[config.mk]
export PLATFORM = sky130hd
export DESIGN_NAME = cheb_term_accumulator
export DESIGN_NICKNAME = d
export VERILOG_FILES = /design/src/rtl/cheb_pkg.sv /design/src/rtl/sat_narrow.sv /design/src/rtl/cheb_term_accumulator.sv
export SDC_FILE = /design/constraint.sdc
export NUM_CORES = 1
export LEC_CHECK = 0
export CORE_ASPECT_RATIO = 1.75
export CORE_UTILIZATION = 49
export DETAILED_ROUTE_END_ITERATION = 6
export PLACE_DENSITY = 0.84
export SLEW_MARGIN = 20
export SYNTH_ARGS = -nofsm -noshare
export SYNTH_HDL_FRONTEND = slang
export SYNTH_SLANG_ARGS = --single-unit
[constraint.sdc]
create_clock -name clock -period 2.3 [get_ports clock]
set_input_delay 0.345 -clock clock [delete_from_list [all_inputs] [get_ports clock]]
set_output_delay 0.345 -clock clock [all_outputs]
set_load 0.05 [all_outputs]
[src/rtl/cheb_pkg.sv]
// Shared definitions for the Chebyshev evaluator: width helper, accumulator state
// encoding and default word lengths used by both the term multiplier and the accumulator.
package cheb_pkg;

    localparam int CHEB_WL_IN  = 16;
    localparam int CHEB_DEGREE = 4;
    localparam int CHEB_WL_SAT = 16;

    typedef enum logic [1:0] {
        ST_IDLE  = 2'd0,
        ST_ACCUM = 2'd1,
        ST_HOLD  = 2'd2
    } cheb_state_e;

    // Ceiling log2; clog2(1) = 0.
    function automatic int clog2(input int value);
        int result;
        int v;
        result = 0;
        v      = value - 1;
        while (v > 0) begin
            result = result + 1;
            v      = v >> 1;
        end
        return result;
    endfunction

endpackage

[src/rtl/sat_narrow.sv]
// Combinational signed saturator: clips a WL_WIDE value into WL_NARROW bits and
// flags when clipping happened.
module sat_narrow #(
    parameter int WL_WIDE   = 19,
    parameter int WL_NARROW = 16
) (
    input  logic signed [WL_WIDE-1:0]   din,
    output logic signed [WL_NARROW-1:0] dout,
    output logic                        clip
);

    // The value fits when every bit above the narrow sign bit equals that sign bit.
    logic [WL_WIDE-WL_NARROW:0] top_bits;

    assign top_bits = din[WL_WIDE-1:WL_NARROW-1];

    always_comb begin
        clip = !((&top_bits) || !(|top_bits));
        if (!clip) begin
            dout = din[WL_NARROW-1:0];
        end else if (din[WL_WIDE-1]) begin
            dout = {1'b1, {(WL_NARROW-1){1'b0}}};
        end else begin
            dout = {1'b0, {(WL_NARROW-1){1'b1}}};
        end
    end

endmodule

[src/rtl/cheb_term_accumulator.sv]
// Streaming accumulator for the DEGREE+1 terms c_k*T_k(x) of one Chebyshev series.
// Build macro CHEB_ACC_SAT_EN: out_sum narrows to WL_SAT with saturation and out_sat is added.
module cheb_term_accumulator
    import cheb_pkg::*;
#(
    parameter int WL_IN  = CHEB_WL_IN,
    parameter int DEGREE = CHEB_DEGREE,
`ifdef CHEB_ACC_SAT_EN
    parameter int WL_SAT = CHEB_WL_SAT,
`endif
    localparam int WIDENING = clog2(DEGREE + 1),
    localparam int WL_OUT   = WL_IN + WIDENING,
    localparam int CNT_W    = clog2(DEGREE + 2)
) (
    input  logic                     clock,
    input  logic                     reset,
    input  logic                     in_valid,
    output logic                     in_ready,
    input  logic signed [WL_IN-1:0]  in_term,
    input  logic                     in_last,
    output logic                     out_valid,
    input  logic                     out_ready,
`ifdef CHEB_ACC_SAT_EN
    output logic signed [WL_SAT-1:0] out_sum,
    output logic                     out_sat,
`else
    output logic signed [WL_OUT-1:0] out_sum,
`endif
    output logic [CNT_W-1:0]         out_count,
    output logic                     out_err_len,
    output cheb_state_e              dbg_state
);

    // Handshake: a term transfers on a rising edge with in_valid && in_ready, a result
    // on a rising edge with out_valid && out_ready; valid never waits on ready, and
    // out_sum/out_count/out_err_len stay stable while out_valid is high and not taken.

    cheb_state_e              state, state_next;
    logic signed [WL_OUT-1:0] acc, acc_next, sum_next;
    logic [CNT_W-1:0]         count, count_next, count_inc;
    logic                     accept, series_end;
    logic                     load_out, drop_out;

    assign in_ready   = !out_valid || out_ready;
    assign accept     = in_valid && in_ready;
    assign dbg_state  = state;

    // acc is zero whenever a series has not started, so this is also the first-term value.
    assign sum_next   = acc + WL_OUT'(in_term);
    assign count_inc  = count + CNT_W'(1);
    assign series_end = in_last || (count_inc == CNT_W'(DEGREE + 1));

    always_ff @(posedge clock or posedge reset) begin
        if (reset) begin
            state <= ST_IDLE;
            acc   <= '0;
            count <= '0;
        end else begin
            state <= state_next;
            acc   <= acc_next;
            count <= count_next;
        end
    end

    always_comb begin
        state_next = state;
        acc_next   = acc;
        count_next = count;
        load_out   = 1'b0;
        drop_out   = 1'b0;
        case (state)
            ST_IDLE, ST_ACCUM: begin
                if (accept) begin
                    if (series_end) begin
                        load_out   = 1'b1;
                        acc_next   = '0;
                        count_next = '0;
                        state_next = ST_HOLD;
                    end else begin
                        acc_next   = sum_next;
                        count_next = count_inc;
                        state_next = ST_ACCUM;
                    end
                end
            end
            ST_HOLD: begin
                if (out_ready) begin
                    if (accept && series_end) begin
                        // Back-to-back single-term series: hand off and reload at once.
                        load_out   = 1'b1;
                        acc_next   = '0;
                        count_next = '0;
                        state_next = ST_HOLD;
                    end else if (accept) begin
                        drop_out   = 1'b1;
                        acc_next   = sum_next;
                        count_next = count_inc;
                        state_next = ST_ACCUM;
                    end else begin
                        drop_out   = 1'b1;
                        state_next = ST_IDLE;
                    end
                end
            end
            default: begin
                state_next = ST_IDLE;
                acc_next   = '0;
                count_next = '0;
            end
        endcase
    end

`ifdef CHEB_ACC_SAT_EN
    logic signed [WL_SAT-1:0] sum_sat;
    logic                     sum_clip;

    sat_narrow #(
        .WL_WIDE   (WL_OUT),
        .WL_NARROW (WL_SAT)
    ) u_sat_narrow (
        .din  (sum_next),
        .dout (sum_sat),
        .clip (sum_clip)
    );
`endif

    always_ff @(posedge clock or posedge reset) begin
        if (reset) begin
            out_valid   <= 1'b0;
            out_sum     <= '0;
            out_count   <= '0;
            out_err_len <= 1'b0;
`ifdef CHEB_ACC_SAT_EN
            out_sat     <= 1'b0;
`endif
        end else if (load_out) begin
            out_valid   <= 1'b1;
            out_count   <= count_inc;
            out_err_len <= !in_last;
`ifdef CHEB_ACC_SAT_EN
            out_sum     <= sum_sat;
            out_sat     <= sum_clip;
`else
            out_sum     <= sum_next;
`endif
        end else if (drop_out) begin
            out_valid   <= 1'b0;
        end
    end

endmodule

# [Word level (Yosys, flattened, before mapping)]
# Cells that the tools add are included.
# W data, S select, Z words.
[totals] wordCells=54 register_bits=48 output_inout_bits=27 in_bits=21
[classes] n_addsub=2 n_eq_ne=6 reduce_logical=11 muxes=28
[op_table] operator="$mux W19" count=5
[op_table] operator="$pmux W19 S2" count=1
[op_table] operator="$add A19 B16 Y19" count=1
[op_table] operator="$mux W3" count=5
[op_table] operator="$mux W1" count=10
[op_table] operator="$mux W2" count=4
[op_table] operator="$pmux W3 S2" count=1
[op_table] operator="$ne A2 B2 Y1 const B" count=2
[op_table] operator="$pmux W2 S2" count=1
[op_table] operator="$add A3 B1 Y3 const B" count=1
[op_table] operator="$eq A3 B3 Y1 const B" count=1
[op_table] operator="$ne A3 B3 Y1 const B" count=1
[op_table] operator="$reduce_and A3 Y1" count=1
[op_table] operator="$eq A2 B1 Y1 const B" count=1
[op_table] operator="$eq A2 B2 Y1 const B" count=1
[op_table] operator="$logic_and A1 B1 Y1" count=2
[op_table] operator="$logic_not A1 Y1" count=2
[op_table] operator="$logic_not A2 Y1" count=1
[op_table] operator="$logic_or A1 B1 Y1" count=2
[op_table] operator="$pmux W1 S2" count=1
[op_table] operator="$reduce_and A2 Y1" count=1
[op_table] operator="$reduce_bool A2 Y1" count=1
[op_table] operator="$reduce_or A2 Y1" count=1

# [Longest topological paths before layout]
[logic_depth] ltp_word=9 ltp_mapped=9 depth_no_buf=9

# [Worst setup path after synthesis]
# No wires, ideal clock.
[synth_path] path_kind="input -> register" start="input port in_term[0]" end="register acc[16]" n_path_buf=0 setup_time_ns=0.069 t_required_ns=2.231 path_slack_ns=0.055 stages=9 t_arrival_ns=2.176 path_cell_list="ha_1 inv_1 fa_1 nand2b_1 a21o_4 a21oi_2 o31ai_2 or4_1 nand3_1"
[synth_via] elab_chain_len=5 elab_cells_between_ends=7 classes_between="add/sub (1); mux (6)"
[synth_rtl] item="start, declared" line="cheb_term_accumulator.sv:19" text="input logic signed [WL_IN-1:0] in_term,"
[synth_rtl] item="$add A19 B16 Y19 *" line="cheb_term_accumulator.sv:49" text="assign sum_next = acc + WL_OUT'(in_term);"
[synth_rtl] item="$mux W19" line="cheb_term_accumulator.sv:94" text="end else if (accept) begin"
[synth_rtl] item="$mux W19" line="cheb_term_accumulator.sv:88" text="if (accept && series_end) begin"
[synth_rtl] item="$mux W19" line="cheb_term_accumulator.sv:87" text="if (out_ready) begin"
[synth_rtl] item="$pmux W19 S2 *" line="cheb_term_accumulator.sv:71" text="case (state)"
[synth_rtl] item="end signal, assigned" line="cheb_term_accumulator.sv:60" text="acc <= acc_next;"
[synth_rtl] item="end, declared" line="cheb_term_accumulator.sv:39" text="logic signed [WL_OUT-1:0] acc, acc_next, sum_next;"
# Mark *: on every way between the ends. The rest lies on a longest branch, timed or not. The select of a mux whose other input is x is not followed.
# A chain may end at the register's enable or synchronous reset.

# [Worst setup path after layout]
[layout_path] start="register acc[0]" end="register acc[16]"
[layout_via] elab_chain_len=5 elab_cells_between_ends=7 classes_between="add/sub (1); mux (6)"
[layout_rtl] item="$add A19 B16 Y19 *" line="cheb_term_accumulator.sv:49"
[layout_rtl] item="$mux W19" line="cheb_term_accumulator.sv:94"
[layout_rtl] item="$mux W19" line="cheb_term_accumulator.sv:88"
[layout_rtl] item="$mux W19" line="cheb_term_accumulator.sv:87"
[layout_rtl] item="$pmux W19 S2 *" line="cheb_term_accumulator.sv:71"
# Marks and branches as above.

==> results.py <==
metrics = {
    "route": {
        "wl_um": 9400,
        "drc_errors": 0,
        "drtPass1Iterations": 4,
        "dr.first_iter.drc_count": 248,
        "ant_nets": 0,
        "num_vias": 3054,
        "routedWlPerCell_um": 18.1,
        "via_per_inst": 5.87,
    },
    "finish": {
        "area_delta_synth_final_pct": 44.2,
        "antenna_cells": 0,
        "fillerInstances": 370,
        "final_cell_mix": "67 x buf_4, 49 x nand2_1, 48 x dfrtp_1",
        "multi_input_area_um2": 1910,
        "drive_gt1_share_pct": 28.3,
        "final_util_pct": 74.3,
        "fin_nets": 483,
        "final_common_cell": "buf_4",
        "seq_area_um2": 1200,
    },
    "die": {
        "die_w_um": 61.9,
        "core_area_um2": 5970,
        "rows": 37,
        "die_height_um": 107,
        "initial_core_util_pct": 51.5,
        "pin_count": 48,
        "die-area_um2": 6610,
    },
    "placement": {
        "hpwlAfterDp_um": 6170,
        "place.gp.congestion": 0.942,
        "pre_cts_slack_ns": -0.522,
        "portBuffers": 47,
    },
    "synthesis": {
        "yosys.area.top_type": "dfrtp_1",
        "yosys-top-cells-area": "dfrtp_1 39%, ha_1 8.1%, nand2_1 6.1%, a21oi_1 3.6%, a22o_1 3.1%",
        "yosysSeqAreaShare_pct": 39.1,
        "ys_types": 60,
        "synth_seq_cells": 48,
        "ys_warn_count": 0,
        "syn_avg_cell_area_um2": 9.35,
        "synthArstFlopShare_pct": 100,
        "syn_area_um2": 3080,
        "synth-edff-count": 0,
        "synth_top_area_share_pct": 39.1,
        "synth_flop_cell": "dfrtp_1",
        "syn_inst": 329,
        "synth_fp_nets": 371,
    },
    "clock_network": {
        "clockBufferDepth": 2,
        "hold_buffers": 0,
        "path_clk_slew_ns": 0.10,
        "cts_tree": "yes",
        "cts_made_buffers": 5,
        "clk_latency_ns": 0.32,
        "cts.sinks": 48,
        "root_buffer": "clkbuf_8",
        "htree_levels": 2,
    },
    "setup_path": {
        "rrSetupSlack_ns": -0.03,
        "r2r-end": "acc[16]$_DFFE_PP0P_",
        "crit_type": "reg -> reg",
        "reg2reg_depth": 10,
        "critPathLaunchType": "flop",
        "cp_max_fo": 4,
        "setup.worst_path.start": "acc[0]$_DFFE_PP0P_",
        "endpoint_kind": "flop",
        "crit_required_ns": 2.55,
        "r2r_start": "acc[0]$_DFFE_PP0P_",
        "cp_data_arrival_time_ns": 2.58,
    },
    "power_and_ir_drop": {
        "p_leak_uw": 0.00207,
        "vdd_ir_drop_max_mv": 0.799,
        "power.density_nw_per_um2": 1410,
    },
    "grt": {
        "globalRouteOverflowTotal": 0,
        "track_usage_pct": 28.7,
        "grt_max_degree": 27,
        "antenna_found_initial": 0,
        "grt_pass1_vias": 3222,
        "grt_pass1_wl_um": 14200,
    },
    "timing": {
        "tightest_slew_ns": 0.539,
        "period_share_pct": 101,
        "finalCriticalPeriod_ns": 2.33,
        "drv_slew": 0,
        "worst_slack_ns": -0.0296,
        "finalHoldViolations": 0,
        "slew_headroom_pct": 64.1,
        "skew_ns": 0.00957,
        "max_freq_ghz": 0.429,
        "rsz0062_at_grt": "true",
        "setup_violations": 1,
    },
    "run_status": {
        "run_status": "finished with violations",
        "violations": "setup timing",
    },
    "hold_path": {
        "hp-class": "in -> async",
    },
    "flow_run": {
        "cap_violations": 0,
    },
}
==> worst max-delay path: stages (launching register included) <==
cell and delay, ns:
dfrtp_1 0.37, ha_2 0.20, inv_2 0.05, fa_2 0.34, nand2b_4 0.15, a21o_4 0.23
a21oi_4 0.16, o31ai_4 0.12, buf_4 0.15, or4_4 0.42, nand3_2 0.08
==> final cells by class <==
| class | instances | area share (%) |
|---|---|---|
| clock buffer | 6 | 1.86 |
| clock inverter | 2 | 0.874 |
| inverter | 14 | 1.18 |
| multi-input combinational | 254 | 43.2 |
| sequential | 48 | 27.1 |
| tap | 78 | 2.20 |
| timing repair buffer | 118 | 23.6 |
==> worst max path at each step <==
| stage | endpoint | slack, ns | depth (start not counted) |
|---|---|---|---|
| after global routing | acc[16]$_DFFE_PP0P_ | -0.09 | 10 |
| after floorplan | acc[16]$_DFFE_PP0P_ | 0.06 | 9 |
| final | acc[16]$_DFFE_PP0P_ | -0.03 | 10 |
| after detailed placement | acc[16]$_DFFE_PP0P_ | -0.52 | 10 |
| after global placement | acc[16]$_DFFE_PP0P_ | -0.46 | 10 |
| after CTS | acc[18]$_DFFE_PP0P_ | -0.02 | 10 |
==> repair_timing <==
action                                  4_1_cts  5_1_grt
gates resized for setup                      18       22
pin swaps                                    10       17
buffers inserted                              6        6
endpoints found under the setup margin       17       18
endpoints found under the hold margin         0        0
==> routing by layer <==
layer / up-vias / GRT usage [%] / part of all wire, % / routed length [um]
met5: - / 0 / 0 / 0
met4: 0 / 16.3 / 3.6 / 335
met3: 38 / 5.91 / 4.3 / 405
met2: 108 / 49.8 / 55 / 5160
met1: 1497 / 30.3 / 37 / 3500
li1: 1411 / - / - / -
==> flip-flops by register name (all words and copies together), names as in the netlist <==
signal,flops
acc,19
count,3
dbg_state,2
out_count,3
out_valid,1
out_err_len,1
out_sum,19
==> power breakdown <==
part           internal, uW  switching, uW  total (uW)
Clock                   356            308         664
Combinational          1740           2390        4130
Sequential             1210            257        1470
==> logic make-up (layout without fill, tap and decap cells) <==
kind of cell    after synthesis  in the layout  share of synthesized area [%]
compound gates               92             92                           21.7
xor+xnor                     12             12                           3.42
fa+ha+maj                    21             21                           8.79
buf+inv                      27            140                           4.35
flops                        48             48                           39.1
mux                          12             12                           4.19
simple gates                117            117                           18.5
==> through the flow <==
step | instances | TNS (ns) | hold WS, ns | cell area (um^2) | power, uW
2_1_floorplan | 329 | 0 | 0.431 | 3080 | 3790
3_3_place_gp | 500 | -7.07 | 0.459 | 4040 | 4990
3_5_place_dp | 500 | -7.78 | 0.466 | 4040 | 5120
4_1_cts | 514 | -0.0246 | 0.394 | 4270 | 5930
5_1_grt | 520 | -0.489 | 0.408 | 4440 | 6600
6_report | 520 | -0.0296 | 0.369 | 4440 | 6260
==> cells in the mapped netlist, drive strengths merged, types with 2 or more instances <==
cell	number
nand2	51
dfrtp	48
a21oi	25
o21ai	23
nor2	21
ha	20
inv	14
a22o	11
buf	9
mux2	7
nand2b	7
or3	6
xnor2	6
xor2	6
mux2i	5
nand3	5
nor3	5
and2	4
clkbuf	4
o211ai	4
o21a	4
a211o	3
a211oi	3
a21o	3
a31o	3
a32o	3
and3	3
nand4	3
nand4b	2
nor2b	2
o311ai	2
o31ai	2
or4	2
(Power assumes the default switching activity.)
